`src/rtl/plot_receiver_pkg.sv`:
```
// Shared constants, state encoding and address helper for plot_receiver.
// Optional feature macro: PLOT_BOUNDS_CHECK_EN (see plot_receiver.sv).
package plot_receiver_pkg;

    localparam int SCREEN_W  = 160;
    localparam int SCREEN_H  = 120;
    localparam int FB_ADDR_W = 15;
    localparam int COLOUR_W  = 3;
    localparam int ENTRY_W   = FB_ADDR_W + COLOUR_W;

    typedef enum logic {
        ST_CLEAR = 1'b0,
        ST_RUN   = 1'b1
    } state_t;

    // y*160 + x built from shifts, one bit wider than the address
    function automatic logic [FB_ADDR_W:0] lin_addr_160(
        input logic [6:0] y,
        input logic [7:0] x
    );
        logic [FB_ADDR_W:0] w_y;
        w_y = {9'd0, y};
        return (w_y << 7) + (w_y << 5) + {8'd0, x};
    endfunction

endpackage

```
`src/rtl/plot_receiver_fifo.sv`:
```
// Synchronous command FIFO; a push into a full FIFO is accepted
// only when a pop happens in the same cycle.
module plot_fifo
    import plot_receiver_pkg::*;
#(
    parameter int DW    = ENTRY_W,
    parameter int DEPTH = 8
) (
    input  logic          clk,
    input  logic          rst,
    input  logic          i_push,
    input  logic          i_pop,
    input  logic [DW-1:0] i_data,
    output logic [DW-1:0] o_data,
    output logic          o_full,
    output logic          o_empty
);

    localparam int PW = $clog2(DEPTH);

    logic [DW-1:0] r_mem [DEPTH];
    logic [PW-1:0] r_wr;
    logic [PW-1:0] r_rd;
    logic [PW:0]   r_cnt;
    logic          w_push;
    logic          w_pop;

    assign o_full  = (r_cnt == (PW+1)'(DEPTH));
    assign o_empty = (r_cnt == '0);
    assign w_pop   = i_pop & ~o_empty;
    assign w_push  = i_push & (~o_full | w_pop);
    assign o_data  = r_mem[r_rd];

    // storage write, no reset needed on the data array
    always_ff @(posedge clk) begin
        if (w_push) begin
            r_mem[r_wr] <= i_data;
        end
    end

    // pointer and occupancy tracking
    always_ff @(posedge clk or posedge rst) begin
        if (rst) begin
            r_wr  <= '0;
            r_rd  <= '0;
            r_cnt <= '0;
        end else begin
            if (w_push) begin
                r_wr <= r_wr + 1'b1;
            end
            if (w_pop) begin
                r_rd <= r_rd + 1'b1;
            end
            if (w_push && !w_pop) begin
                r_cnt <= r_cnt + 1'b1;
            end else if (w_pop && !w_push) begin
                r_cnt <= r_cnt - 1'b1;
            end
        end
    end

endmodule

```
`src/rtl/plot_receiver.sv`:
```
// Plot command receiver: queues plots, clears the screen, writes framebuffer.
// Optional macro PLOT_BOUNDS_CHECK_EN drops off-screen plots and flags oob_err.
module plot_receiver
    import plot_receiver_pkg::*;
#(
    parameter int WIDTH      = SCREEN_W,
    parameter int HEIGHT     = SCREEN_H,
    parameter int ADDR_W     = FB_ADDR_W,
    parameter int FIFO_DEPTH = 8,
    parameter logic [COLOUR_W-1:0] BG_COLOUR = 3'b000
) (
    input  logic                clk,
    input  logic                rst,
    input  logic                plot,
    input  logic [7:0]          x_in,
    input  logic [6:0]          y_in,
    input  logic [COLOUR_W-1:0] colour_in,
    input  logic                clear_req,
    input  logic                fb_ready,
    output logic                fb_we,
    output logic [ADDR_W-1:0]   fb_addr,
    output logic [COLOUR_W-1:0] fb_data,
    output logic                busy,
    output logic                overflow,
    output logic                oob_err
);

    localparam int EW = ADDR_W + COLOUR_W;
    localparam logic [ADDR_W-1:0] LAST = ADDR_W'(WIDTH*HEIGHT - 1);

    state_t            r_state;
    logic [ADDR_W-1:0] r_cnt;
    logic              r_overflow;
    logic              r_oob;
    logic [ADDR_W-1:0] w_addr;
    logic [EW-1:0]     w_head;
    logic              w_full;
    logic              w_empty;
    logic              w_push;
    logic              w_pop;
    logic              w_oob;

    generate
        if (WIDTH == 160) begin : g_shift
            assign w_addr = ADDR_W'(lin_addr_160(y_in, x_in));
        end else begin : g_mul
            assign w_addr = ADDR_W'(32'(y_in) * 32'(WIDTH) + 32'(x_in));
        end
    endgenerate

`ifdef PLOT_BOUNDS_CHECK_EN
    assign w_oob  = (32'(x_in) >= 32'(WIDTH)) | (32'(y_in) >= 32'(HEIGHT));
    assign w_push = plot & ~w_oob;
`else
    assign w_oob  = 1'b0;
    assign w_push = plot;
`endif

    assign w_pop = (r_state == ST_RUN) & ~w_empty & fb_ready;

    plot_fifo #(
        .DW    (EW),
        .DEPTH (FIFO_DEPTH)
    ) u_fifo (
        .clk     (clk),
        .rst     (rst),
        .i_push  (w_push),
        .i_pop   (w_pop),
        .i_data  ({w_addr, colour_in}),
        .o_data  (w_head),
        .o_full  (w_full),
        .o_empty (w_empty)
    );

    // clear sweep and run/clear sequencing
    always_ff @(posedge clk or posedge rst) begin
        if (rst) begin
            r_state <= ST_CLEAR;
            r_cnt   <= '0;
        end else begin
            unique case (r_state)
                ST_CLEAR: begin
                    if (clear_req) begin
                        r_cnt <= '0;
                    end else if (fb_ready) begin
                        if (r_cnt == LAST) begin
                            r_state <= ST_RUN;
                            r_cnt   <= '0;
                        end else begin
                            r_cnt <= r_cnt + 1'b1;
                        end
                    end
                end
                ST_RUN: begin
                    if (clear_req) begin
                        r_state <= ST_CLEAR;
                        r_cnt   <= '0;
                    end
                end
                default: begin
                    r_state <= ST_CLEAR;
                    r_cnt   <= '0;
                end
            endcase
        end
    end

    // sticky error flags
    always_ff @(posedge clk or posedge rst) begin
        if (rst) begin
            r_overflow <= 1'b0;
            r_oob      <= 1'b0;
        end else begin
            if (w_push && w_full && !w_pop) begin
                r_overflow <= 1'b1;
            end
            if (plot && w_oob) begin
                r_oob <= 1'b1;
            end
        end
    end

    // framebuffer port mux, forced quiet while reset is held
    always_comb begin
        fb_we   = 1'b0;
        fb_addr = '0;
        fb_data = '0;
        busy    = 1'b0;
        if (!rst) begin
            busy = (r_state == ST_CLEAR) | ~w_empty;
            if (r_state == ST_CLEAR) begin
                fb_we   = 1'b1;
                fb_addr = r_cnt;
                fb_data = BG_COLOUR;
            end else begin
                fb_we   = ~w_empty;
                fb_addr = w_head[EW-1:COLOUR_W];
                fb_data = w_head[COLOUR_W-1:0];
            end
        end
    end

    assign overflow = r_overflow;
    assign oob_err  = r_oob;

endmodule

```
`config.mk`:
```
export PLATFORM = sky130hd
export DESIGN_NAME = plot_receiver
export DESIGN_NICKNAME = d
export VERILOG_FILES = /design/src/rtl/plot_receiver_pkg.sv /design/src/rtl/plot_receiver_fifo.sv /design/src/rtl/plot_receiver.sv
export SDC_FILE = /design/constraint.sdc
export NUM_CORES = 1
export LEC_CHECK = 0
export ABC_AREA = 1
export CORE_ASPECT_RATIO = 2
export CORE_MARGIN = 8
export CORE_UTILIZATION = 35
export CTS_CLUSTER_SIZE = 14
export DETAILED_ROUTE_END_ITERATION = 8
export HOLD_SLACK_MARGIN = 0.02
export SYNTH_ARGS = -nofsm -noshare
export SYNTH_HDL_FRONTEND = slang
export SYNTH_SLANG_ARGS = --single-unit
```
`constraint.sdc`:
```
create_clock -name clk -period 2.4 [get_ports clk]
set_input_delay 0.36 -clock clk [delete_from_list [all_inputs] [get_ports clk]]
set_output_delay 0.36 -clock clk [all_outputs]
set_load 0.005 [all_outputs]
```
==> impl_metrics.env <==
export IMPL_ys_warn_count=0
export IMPL_via_per_inst=4.961
export IMPL_power_w=0.008694
export IMPL_final_area_sq_um=10050
export IMPL_drt_iter0_markers=326
export IMPL_place_area_sq_um=9120
export IMPL_power_switching_w=0.002611
export IMPL_gr_usage_all_layers_pct=14.04
export IMPL_area_delta_synth_final_pct=27.10
export IMPL_p_per_area_nw_per_um2=865.5
export IMPL_min_period_ns=2.411
export IMPL_finalHoldViolations=0
export IMPL_cp_max_fo=9
export IMPL_worstPathRequired_ns=2.04
export IMPL_clock_root_buffer="clkbuf_16"
export IMPL_crit_chain="buf_6, buf_12, buf_6, nand2_1, o211ai_1, nand3_1, nand2_2, a21oi_2, buf_2"
export IMPL_maxCapViolCount=0
export IMPL_die_w_um=122.3
export IMPL_place_port_buffers=43
export IMPL_wirelength_mm=19.22
export IMPL_clkLatencyLatePin_ns=0.42
export IMPL_drc_errors=0
export IMPL_critPathLaunchType="register"
export IMPL_wl_per_cell_um=16.90
export IMPL_via_count=5641
export IMPL_synth_area_leader_cell="edfxtp_1"
export IMPL_synth_seq_cells=171
export IMPL_initial_core_util_pct=35.21
export IMPL_fin_skew_ns=0.008590
export IMPL_slowest_delay_ns=0.54
export IMPL_p_sw_share_pct=30.04
export IMPL_syn_inst=740
export IMPL_synthDistinctLibCells=34
export IMPL_grt_ovfl_total=0
export IMPL_cts_tree="done"
export IMPL_cts_sinks=171
export IMPL_synth_cell_area_sq_um=7904
export IMPL_syn_nets=785
export IMPL_cp_common_cell="buf_6"
export IMPL_slew_violations=0
export IMPL_layout_common_cells="edfxtp_1, nor2_1, nand2_1"
export IMPL_nets=888
export IMPL_finalCritPeriodShare_pct=100.5
export IMPL_grt_pass1_wl_mm=29.87
export IMPL_dr_pass1_iters=5
export IMPL_rows=78
export IMPL_grt_pass1_vias=5472
export IMPL_critPathTopFamily="buffers and inverters"
export IMPL_max_vdd_ir_drop_v=0.0004851
export IMPL_synth_top_cell_area_share_pct=54.71
export IMPL_fmax_ghz=0.4148
export IMPL_gp_congestion=0.8587
export IMPL_rsz0062_at_grt="yes"
export IMPL_drive_gt1_share_pct=23.01
export IMPL_htree_levels=4
export IMPL_die_h_um=228.5
export IMPL_status="complete, but fails checks"
export IMPL_p_clk_share_pct=30.8
export IMPL_avgSynthCellArea_sq_um=10.68
export IMPL_hold_class="in2async"
export IMPL_ios=45
export IMPL_cts_clk_slew_worst_paths_ns=0.07
export IMPL_synth_area_leaders="edfxtp_1, dfrtp_1, nor2_1"
export IMPL_grt_max_degree=24
export IMPL_violations="setup timing"
export IMPL_leakagePower_nw=3.813
export IMPL_seqPwrFrac_pct=44.8
export IMPL_path_buf_inv=4
export IMPL_fin_ws_ns=-0.01085
export IMPL_numCtsBuffers=17
export IMPL_p_int_w=0.006083
export IMPL_final_common_cell="edfxtp_1"
export IMPL_cp_slowest_cell="dfrtp_4"
export IMPL_path_class="reg2out"
export IMPL_holdWs_ns=0.3001
export IMPL_power_frac_comb_pct=24.5
export IMPL_antenna_found_initial=1
export IMPL_cp_arrival_ns=2.05
export IMPL_core_area_sq_um=22450
export IMPL_clock_path_buffers=2
export IMPL_end_kind="output port"
export IMPL_drtAntennaViolNets=0
export IMPL_die_area_sq_um=27940
export IMPL_hpwlAfterDp_mm=12.14
export IMPL_setup_viol=2
export IMPL_seq_area_frac_synth_pct=63.26
power groups by stage:
stage	clock network (W)	logic [W]	registers (W)
floorplan	0	0.00107	0.00391
global placement	0	0.00184	0.00393
detailed placement	0	0.00187	0.00394
CTS	0.00273	0.00210	0.00389
global route	0.00283	0.00234	0.00393
finish	0.00268	0.00213	0.00389
sequential cells by signal, summed over array words and instances (netlist names):
name          count
u_fifo.r_wr       3
overflow          1
r_cnt            15
u_fifo.r_rd       3
u_fifo.r_cnt      4
u_fifo.r_mem    144
r_state           1
what timing repair did:
action                     4_1_cts  5_1_grt
buffers inserted                10        7
pin swaps                       28       20
hold buffers                     0        0
resized for setup              104       46
cloned                           5        1
setup endpoints to repair       26       74
per-stage QoR:
stage | TNS [ns] | cells | worst slack [ns] | util (%)
CTS | -0.2197 | 1132 | -0.1198 | 44.33
detailed placement | -22.15 | 1085 | -0.4877 | 40.63
finish | -0.01329 | 1137 | -0.01085 | 44.75
global route | -0.5785 | 1136 | -0.1068 | 44.74
floorplan | 0 | 740 | 0.1460 | -
global placement | -19.25 | 1085 | -0.4329 | 40.63
layout make-up:
cell class | instances | area [sq um]
Sequential cell | 171 | 5004
Clock buffer | 17 | 425.4
Inverter | 52 | 205.2
Clock inverter | 15 | 152.6
Tap cell | 280 | 350.3
Antenna cell | 1 | 2.502
Multi-Input combinational cell | 485 | 2708
Fill cell | 2083 | 12400
Timing Repair Buffer | 116 | 1199
path summary, 6_finish.rpt:
| path | start | to | slack, ns | cells past startpoint |
|---|---|---|---|---|
| max | u_fifo.r_rd[0] | fb_addr[12] | -0.01 | 9 |
| min | rst | r_cnt[3] | 0.30 | 3 |
| max reg2reg | u_fifo.r_cnt[0] | u_fifo.r_cnt[3] | 0.26 | 13 |
| min reg2reg | overflow | overflow | 0.46 | 1 |
| max in group asynchronous | rst | overflow | 1.73 | 4 |
| min in group clk | overflow | overflow | 0.46 | 1 |
worst min-delay path: stages:
cell and delay, ns:
clkdlybuf4s50_1 0.43, inv_1 0.09, buf_4 0.18
cells by family after synthesis:
logic type / count (synthesis) / synth area share [%]
buffers and inverters: 84 / 4.765
AOI/OAI and AO/OA: 143 / 10.48
adders and majority gates: 22 / 3.768
other: 1 / 0.04745
xor gates and xnor gates: 14 / 1.551
DFF: 171 / 63.26
and+or+nand+nor: 305 / 16.13
per-layer routing:
layer / vias up / wire length, um / GRT usage [%]
li1: 2764 / - / -
met1: 2712 / 8182 / 17.03
met2: 145 / 9668 / 23.49
met3: 20 / 858 / 2.845
met4: 0 / 506 / 5.788
met5: - / 0 / 0
synthesized netlist by cell type:
cell type,count
edfxtp_1,144
nor2_1,143
nand2_1,96
o21ai_0,72
nand3_1,52
inv_1,48
dfrtp_1,27
ha_1,19
o21ai_1,18
a21oi_1,15
o211ai_1,15
buf_2,14
clkbuf_1,11
a21oi_2,10
xor2_1,10
o22ai_1,5
a21o_1,4
buf_6,4
nor2_4,4
xnor2_1,4
buf_4,3
fa_1,3
inv_2,3
nand4_1,3
nor3_2,3
nor3_1,2
a21oi_4,1
a31oi_1,1
conb_1,1
inv_4,1
nand2_2,1
nand3b_1,1
o21bai_1,1
o21bai_2,1
(Power assumes the default switching activity.)
